File: config.mk
export PLATFORM = sky130hd
export DESIGN_NAME = plru_way_controller
export DESIGN_NICKNAME = d
export VERILOG_FILES = /design/src/rtl/plru_way_controller.sv
export SDC_FILE = /design/constraint.sdc
export NUM_CORES = 1
export LEC_CHECK = 0
export ABC_AREA = 1
export CAP_MARGIN = 15
export CORE_MARGIN = 3
export CORE_UTILIZATION = 50
export CTS_CLUSTER_SIZE = 8
export DETAILED_ROUTE_END_ITERATION = 7
export PLACE_DENSITY = 0.7
export SLEW_MARGIN = 10
export SYNTH_ARGS = -nofsm -noshare
export SYNTH_HDL_FRONTEND = slang
export SYNTH_SLANG_ARGS = --single-unit
File: constraint.sdc
create_clock -name clock -period 2.52 [get_ports clock]
set_input_delay 0.378 -clock clock [delete_from_list [all_inputs] [get_ports clock]]
set_output_delay 0.378 -clock clock [all_outputs]
set_load 0.03 [all_outputs]
File: src/rtl/plru_way_controller.sv
// Tree pseudo-LRU way controller: one 7-bit PLRU tree per set, hit/victim way
// select per request, and a sequential flush that clears every tree.
module plru_way_controller #(
  parameter int unsigned WAYS       = 8,
  parameter int unsigned SETS       = 16,
  parameter int unsigned INDEX_BITS = 4
) (
  input  logic                  clock,
  input  logic                  reset_n,
  input  logic                  req_valid,
  output logic                  req_ready,
  input  logic [INDEX_BITS-1:0] req_index,
  input  logic                  req_hit,
  input  logic [2:0]            req_hit_way,
  input  logic                  flush_req,
  output logic                  resp_valid,
  output logic [2:0]            resp_way,
  output logic                  resp_victim,
  output logic                  flush_done
);

  localparam int unsigned TREE_W = WAYS - 1;
  localparam int unsigned CNT_W  = INDEX_BITS + 1;
  localparam logic [CNT_W-1:0] LAST_SET = CNT_W'(SETS - 1);

  typedef enum logic [1:0] {
    IDLE    = 2'd0,
    LOOKUP  = 2'd1,
    RESPOND = 2'd2,
    FLUSH   = 2'd3
  } state_t;

  state_t                state;
  state_t                state_next;
  logic [CNT_W-1:0]      cnt;
  logic [CNT_W-1:0]      cnt_next;
  logic                  accept;

  logic [TREE_W-1:0]     tree [SETS];
  logic [INDEX_BITS-1:0] idx_q;
  logic                  hit_q;
  logic [2:0]            hit_way_q;

  logic [TREE_W-1:0]     cur;
  logic [TREE_W-1:0]     upd;
  logic [3:0]            lvl2;
  logic [3:0]            lvl2_upd;
  logic [2:0]            victim;
  logic [2:0]            way_sel;

  // State and flush counter register
  always_ff @(posedge clock or negedge reset_n) begin
    if (!reset_n) begin
      state <= IDLE;
      cnt   <= '0;
    end else begin
      state <= state_next;
      cnt   <= cnt_next;
    end
  end

  // Next-state logic; a flush takes priority over a simultaneous request
  always_comb begin
    state_next = state;
    cnt_next   = cnt;
    accept     = 1'b0;
    case (state)
      IDLE: begin
        if (flush_req) begin
          state_next = FLUSH;
          cnt_next   = '0;
        end else if (req_valid) begin
          state_next = LOOKUP;
          accept     = 1'b1;
        end
      end
      LOOKUP:  state_next = RESPOND;
      RESPOND: state_next = IDLE;
      FLUSH: begin
        cnt_next = cnt + CNT_W'(1);
        if (cnt == LAST_SET) state_next = IDLE;
      end
      default: state_next = IDLE;
    endcase
  end

  // Latch the accepted request for the lookup cycle
  always_ff @(posedge clock or negedge reset_n) begin
    if (!reset_n) begin
      idx_q     <= '0;
      hit_q     <= 1'b0;
      hit_way_q <= '0;
    end else if (accept) begin
      idx_q     <= req_index;
      hit_q     <= req_hit;
      hit_way_q <= req_hit_way;
    end
  end

  // Victim walk and path update: each node on the accessed path points away
  always_comb begin
    cur       = tree[idx_q];
    lvl2      = cur[6:3];
    victim    = '0;
    victim[2] = cur[0];
    victim[1] = victim[2] ? cur[2] : cur[1];
    victim[0] = lvl2[victim[2:1]];
    way_sel   = hit_q ? hit_way_q : victim;
    upd       = cur;
    upd[0]    = ~way_sel[2];
    if (way_sel[2]) upd[2] = ~way_sel[1];
    else            upd[1] = ~way_sel[1];
    lvl2_upd  = lvl2;
    lvl2_upd[way_sel[2:1]] = ~way_sel[0];
    upd[6:3]  = lvl2_upd;
  end

  // Tree storage: write-back on lookup, one set cleared per flush cycle
  always_ff @(posedge clock or negedge reset_n) begin
    if (!reset_n) begin
      for (int i = 0; i < int'(SETS); i++) tree[i] <= '0;
    end else if (state == LOOKUP) begin
      tree[idx_q] <= upd;
    end else if (state == FLUSH) begin
      tree[cnt[INDEX_BITS-1:0]] <= '0;
    end
  end

  // Registered outputs derived from next state; way/victim hold until next lookup
  always_ff @(posedge clock or negedge reset_n) begin
    if (!reset_n) begin
      req_ready   <= 1'b1;
      resp_valid  <= 1'b0;
      flush_done  <= 1'b0;
      resp_way    <= '0;
      resp_victim <= 1'b0;
    end else begin
      req_ready   <= (state_next == IDLE);
      resp_valid  <= (state_next == RESPOND);
      flush_done  <= (state_next == FLUSH) && (cnt_next == LAST_SET);
      if (state == LOOKUP) begin
        resp_way    <= way_sel;
        resp_victim <= ~hit_q;
      end
    end
  end

endmodule

* Yosys cells after proc, flatten, opt, wreduce, memory -nomap -nowiden
Index checks and enable logic that the tools add are counted. W data, S select, Z words.
Storage, ports and cells: register bits 134, input bits 12, output and inout bits 7, logic and storage cells 84
Cells by class: reduce and logical (&&, ||, !) cells 7, bitwise operators 8, equality and inequality tests 7, magnitude comparators 7, mux-type cells 28, $add $sub $neg 1
Operator list (number):
- $mux W112 | 2
- $and A112 B112 Y112 | 1
- $bwmux W112 | 1
- $not A112 Y112 | 1
- $demux W7 S4 | 2
- $bmux W7 S4 | 1
- $mux W7 | 4
- $eq A5 B4 Y1 const B | 2
- $ge A5 B5 Y1 const B | 2
- $lt A5 B1 Y1 const B | 2
- $not A4 Y5 | 2
- $pmux W5 S2 | 1
- $eq A2 B2 Y1 const B | 4
- $mux W1 | 8
- $pmux W2 S4 | 1
- $lt A2 B3 Y1 const B | 2
- $mux W2 | 3
- $add A5 B1 Y5 const B | 1
- $mux W5 | 1
- $bwmux W4 | 1
- $logic_and A1 B1 Y1 | 4
- $logic_not A2 Y1 | 2
- $not A1 Y1 | 4
- $mux W3 | 1
- 5 further kinds | 5

* Logic depth before layout (Yosys ltp)
depth in word-level cells 15, depth in mapped cells 22, gate-level depth less buffers 19

* Worst setup path after synthesis
No wires, ideal clock.
path type reg2reg, from register idx_q[0], to register tree[100] in the netlist's numbering, buffers on the path 4, arrival time 1.902 ns, path slack 0.491 ns, clock period less this slack 2.029 ns, library setup time 0.127 ns, data required time 2.393 ns, cell stages (with the launch flop) 17, cell sequence dfrtp_1 -> buf_6 -> buf_6 -> o21ai_0 -> nand2_1 -> nand2_1 -> nand2_1 -> nand2_1 -> inv_1 -> nand2_1 -> nand2_1 -> o21ai_2 -> buf_4 -> nor2_1 -> nor2_1 -> buf_4 -> o21ai_0
Between the ends: cells in the longest elaborated chain, start to end 10, elaborated cells on any way between the ends 15, classes of those cells 2 x order compare; 10 x mux; 2 x bitwise; 1 x reduce/logical
RTL lines:
- start, declared | line 40 | logic [INDEX_BITS-1:0] idx_q;
- start signal, assigned | line 94 | idx_q <= req_index;
- $not A4 Y5 (not written as such) (*) | line 102, 123
- $bmux W7 S4 | line 102 | cur = tree[idx_q];
- $mux W7 (not written as such) (2 in a row) | line 102
- $mux W1 | line 106 | victim[1] = victim[2] ? cur[2] : cur[1];
- $mux W3 | line 108 | way_sel = hit_q ? hit_way_q : victim;
- $not A1 Y1 | line 111 | if (way_sel[2]) upd[2] = ~way_sel[1];
- $mux W1 | line 111
- $bwmux W112 (*) | line 123 | tree[idx_q] <= upd;
- $mux W112 (*) | line 122 | end else if (state == LOOKUP) begin
- end signal, assigned by index | line 123
- end, declared | line 39 | logic [TREE_W-1:0] tree [SETS];
Mark *: on every way between the ends. The rest lies on a longest branch, timed or not. The select of a mux whose other input is x is not followed. A chain may end at the register's enable or synchronous reset.

* Final worst setup path
from register idx_q[0], to register tree[93] in the netlist's numbering
Same word-level chain as after synthesis.

==> flow_metrics.env <==
export IMPL_arrival_ps=2690
export IMPL_die_width_um=123
export IMPL_ys_seq_area_share_pct=49.2
export IMPL_synth_area_per_cell_um2=7.38
export IMPL_final_common_cell="nand2_1"
export IMPL_cts_tree="yes"
export IMPL_critPathMaxStageDelay_ps=470
export IMPL_grt_use_total_pct=27.1
export IMPL_globalRouteOverflowTotal=0
export IMPL_grt_antenna_before_repair=0
export IMPL_dr_total_vias=6350
export IMPL_grt_pass1_vias=5902
export IMPL_port_buffers=18
export IMPL_drc=0
export IMPL_p_switching_mw=4.93
export IMPL_worstPathRequired_ps=2820
export IMPL_r2r_start="idx_q[0]$_DFFE_PN0P_"
export IMPL_finalHoldViolations=0
export IMPL_yosysTopAreaCell="dfrtp_1"
export IMPL_synth_area_um2=6810
export IMPL_reg2reg_depth=15
export IMPL_synthFlopType="dfrtp_1"
export IMPL_netlist_cell_type_count=33
export IMPL_path_cells="clkbuf_16, o21ai_0, nand2_1, nand2_1, nand2_1, nand2_1, inv_1, nand2_1, nand2_1, o21ai_2, buf_4, nor2_1, nor2_2, buf_6, o22ai_1"
export IMPL_clock_sink_count=134
export IMPL_status="finished, final reports clean"
export IMPL_ff_latch_area_um2=3360
export IMPL_ys_ff_latch=134
export IMPL_numCtsBuffers=17
export IMPL_routed_wl_mm=19.7
export IMPL_fin_crit_ps=2390
export IMPL_max_cap_violations=0
export IMPL_clk_pin_slew_ps=60
export IMPL_worst_setup_path_start_kind="flip-flop"
export IMPL_core_area_um2=13300
export IMPL_crit_path_end_kind="flip-flop"
export IMPL_final_cells=1168
export IMPL_cts_root_buf="clkbuf_16"
export IMPL_crit_path_start="idx_q[0]$_DFFE_PN0P_"
export IMPL_wl_per_cell_um=16.8
export IMPL_critical_path_class="reg2reg"
export IMPL_final_cell_mix="nand2_1, dfrtp_1, inv_1, o21ai_0, nor2_1"
export IMPL_p_sw_share_pct=43.6
export IMPL_area_growth_pct=19.8
export IMPL_dp_cells=1131
export IMPL_pre_cts_ws_ps=110
export IMPL_finalClockSkew_ps=6.95
export IMPL_path_common_cell="nand2_1"
export IMPL_crit_end="tree[93]$_DFFE_PN0P_"
export IMPL_place_gp_congestion=0.948
export IMPL_start_util_pct=51.2
export IMPL_crit_slowest_cell="dfrtp_2"
export IMPL_ant_nets=0
export IMPL_num_rows=42
export IMPL_p_int_mw=6.38
export IMPL_first_pass_iters=5
export IMPL_min_period_over_period_pct=94.7
export IMPL_dieArea_um2=15100
export IMPL_num_nets_final=999
export IMPL_synth_warnings=0
export IMPL_synth_nets=943
export IMPL_ios=19
export IMPL_dr_first_iter_drc_count=636
export IMPL_p_leak_nw=4.36
export IMPL_p_clk_share_pct=23.5
export IMPL_fill_cells=1155
export IMPL_drive_gt1_share_pct=10.6
export IMPL_rsz0062_at_grt="true"
export IMPL_clkLatencyLatePin_ps=430
export IMPL_htreeDepth=4
export IMPL_synth_async_reset_ratio_pct=100
export IMPL_crit_fanout=22
export IMPL_p_comb_share_pct=47.1
export IMPL_avgViaCountPerCell=5.44
export IMPL_cts_path_max_buffers=2
export IMPL_design_power_total_mw=11.3
export IMPL_hp_class="in2async"
export IMPL_die_height_um=123
export IMPL_setup_violations=0
export IMPL_synth_edff_count=0
export IMPL_r2r_slack_ps=130
export IMPL_max_freq_ghz=0.419
export IMPL_multiInputGateArea_um2=3000
export IMPL_worst_pin_slew_ps=656
export IMPL_grt_max_degree=48
export IMPL_maxSlewHeadroom_pct=56.2
export IMPL_hpwl_mm=13.4
export IMPL_setup_ws_ps=134
export IMPL_peakVddDrop_uv=770
export IMPL_slew_viol_final=0
export IMPL_synth_top_area_share_pct=48.9
export IMPL_power_frac_seq_pct=29.5
export IMPL_power_density_nw_per_um2=1390
export IMPL_n_antenna_cell=0
export IMPL_grt_pass1_wl_mm=31.1
export IMPL_synthTopCellsByArea="dfrtp_1, nand2_1, o21ai_0"
export IMPL_r2r_end="tree[93]$_DFFE_PN0P_"
export IMPL_syn_inst=923
==> synth_stat cells (2+ instances only) <==
cell / number
dfrtp_1: 133
buf_4: 6
inv_1: 73
buf_6: 12
o22ai_1: 15
nand4_1: 10
o31ai_1: 3
nand2_1: 467
buf_1: 2
o21ai_1: 10
nand2_2: 6
nor2_1: 55
o21ai_0: 73
ha_1: 8
a21oi_1: 9
a22oi_1: 7
inv_2: 2
mux2_2: 2
nand3_1: 11
buf_2: 2
clkbuf_1: 5
==> logic make-up after synthesis <==
logic type | count (synthesis) | share of synthesized area (%)
multiplexers | 2 | 0.331
buffers and inverters | 104 | 7.48
adder cells (fa/ha/maj) | 8 | 1.47
AO/OA/AOI/OAI | 121 | 9.70
flip-flops | 134 | 49.2
AND/OR/NAND/NOR | 554 | 31.8
==> sequential cells by signal, indices dropped and copies added, names as in the netlist, 2 cells and up <==
name	flops
hit_way_q	3
cnt	5
tree	112
state	2
resp_way	3
idx_q	4
==> stage by stage <==
step | hold slack [ps] | setup TNS (ps) | utilization [%] | instance area (um2)
final | 448 | 0 | 61.4 | 8160
after global routing | 485 | -229 | 61.4 | 8160
after CTS | 454 | 0 | 60.4 | 8030
after detailed placement | 341 | 0 | 55.6 | 7390
after global placement | 340 | 0 | 55.6 | 7390
after floorplan | 82.4 | 0 | - | 6810
==> worst min path at each step <==
stage | startpoint | to | cells past startpoint
floorplan | reset_n | cnt[0]$_DFF_PN0_ | 0
global placement | reset_n | tree[84]$_DFFE_PN0P_ | 1
detailed placement | reset_n | tree[86]$_DFFE_PN0P_ | 1
CTS | reset_n | idx_q[3]$_DFFE_PN0P_ | 2
global route | reset_n | idx_q[3]$_DFFE_PN0P_ | 2
finish | reset_n | tree[86]$_DFFE_PN0P_ | 2
==> layer usage <==
metal	wire, um	track usage (%)	vias up
met3	1450	5.39	47
li1	-	-	3011
met1	8640	38.5	3011
met5	0	0	-
met4	535	9.94	0
met2	9060	41.3	281
==> critical path: cells and delay by family (launching register included) <==
| kind | cells | cell delay (ps) |
|---|---|---|
| AO/OA/AOI/OAI | 3 | 370 |
| buffers and inverters | 4 | 690 |
| flip-flops | 1 | 470 |
| AND/OR/NAND/NOR | 8 | 700 |
==> cell type report <==
class	count	share of cell area (%)
flip-flops and latches	134	41.1
multi-input cells	686	36.8
repair buffers	64	8.02
clock buffers	17	5.21
well taps	176	2.70
inverters	76	3.62
clock inverters	15	2.50
==> timing repair <==
| action | CTS | global route |
|---|---|---|
| hold buffers | 1 | 0 |
| endpoints found under the setup margin | 0 | 84 |
| gates resized for setup | 0 | 23 |
| setup buffers | 0 | 2 |
| hold endpoints to repair | 45 | 0 |
==> power groups by stage <==
stage / logic [mW] / clock network [mW] / registers, mW
2_1_floorplan: 3.07 / 0 / 3.27
3_3_place_gp: 4.88 / 0 / 3.32
3_5_place_dp: 4.92 / 0 / 3.32
4_1_cts: 4.96 / 2.68 / 3.30
5_1_grt: 5.78 / 2.78 / 3.41
6_report: 5.33 / 2.66 / 3.33
Power figures use the tool's default switching activity.
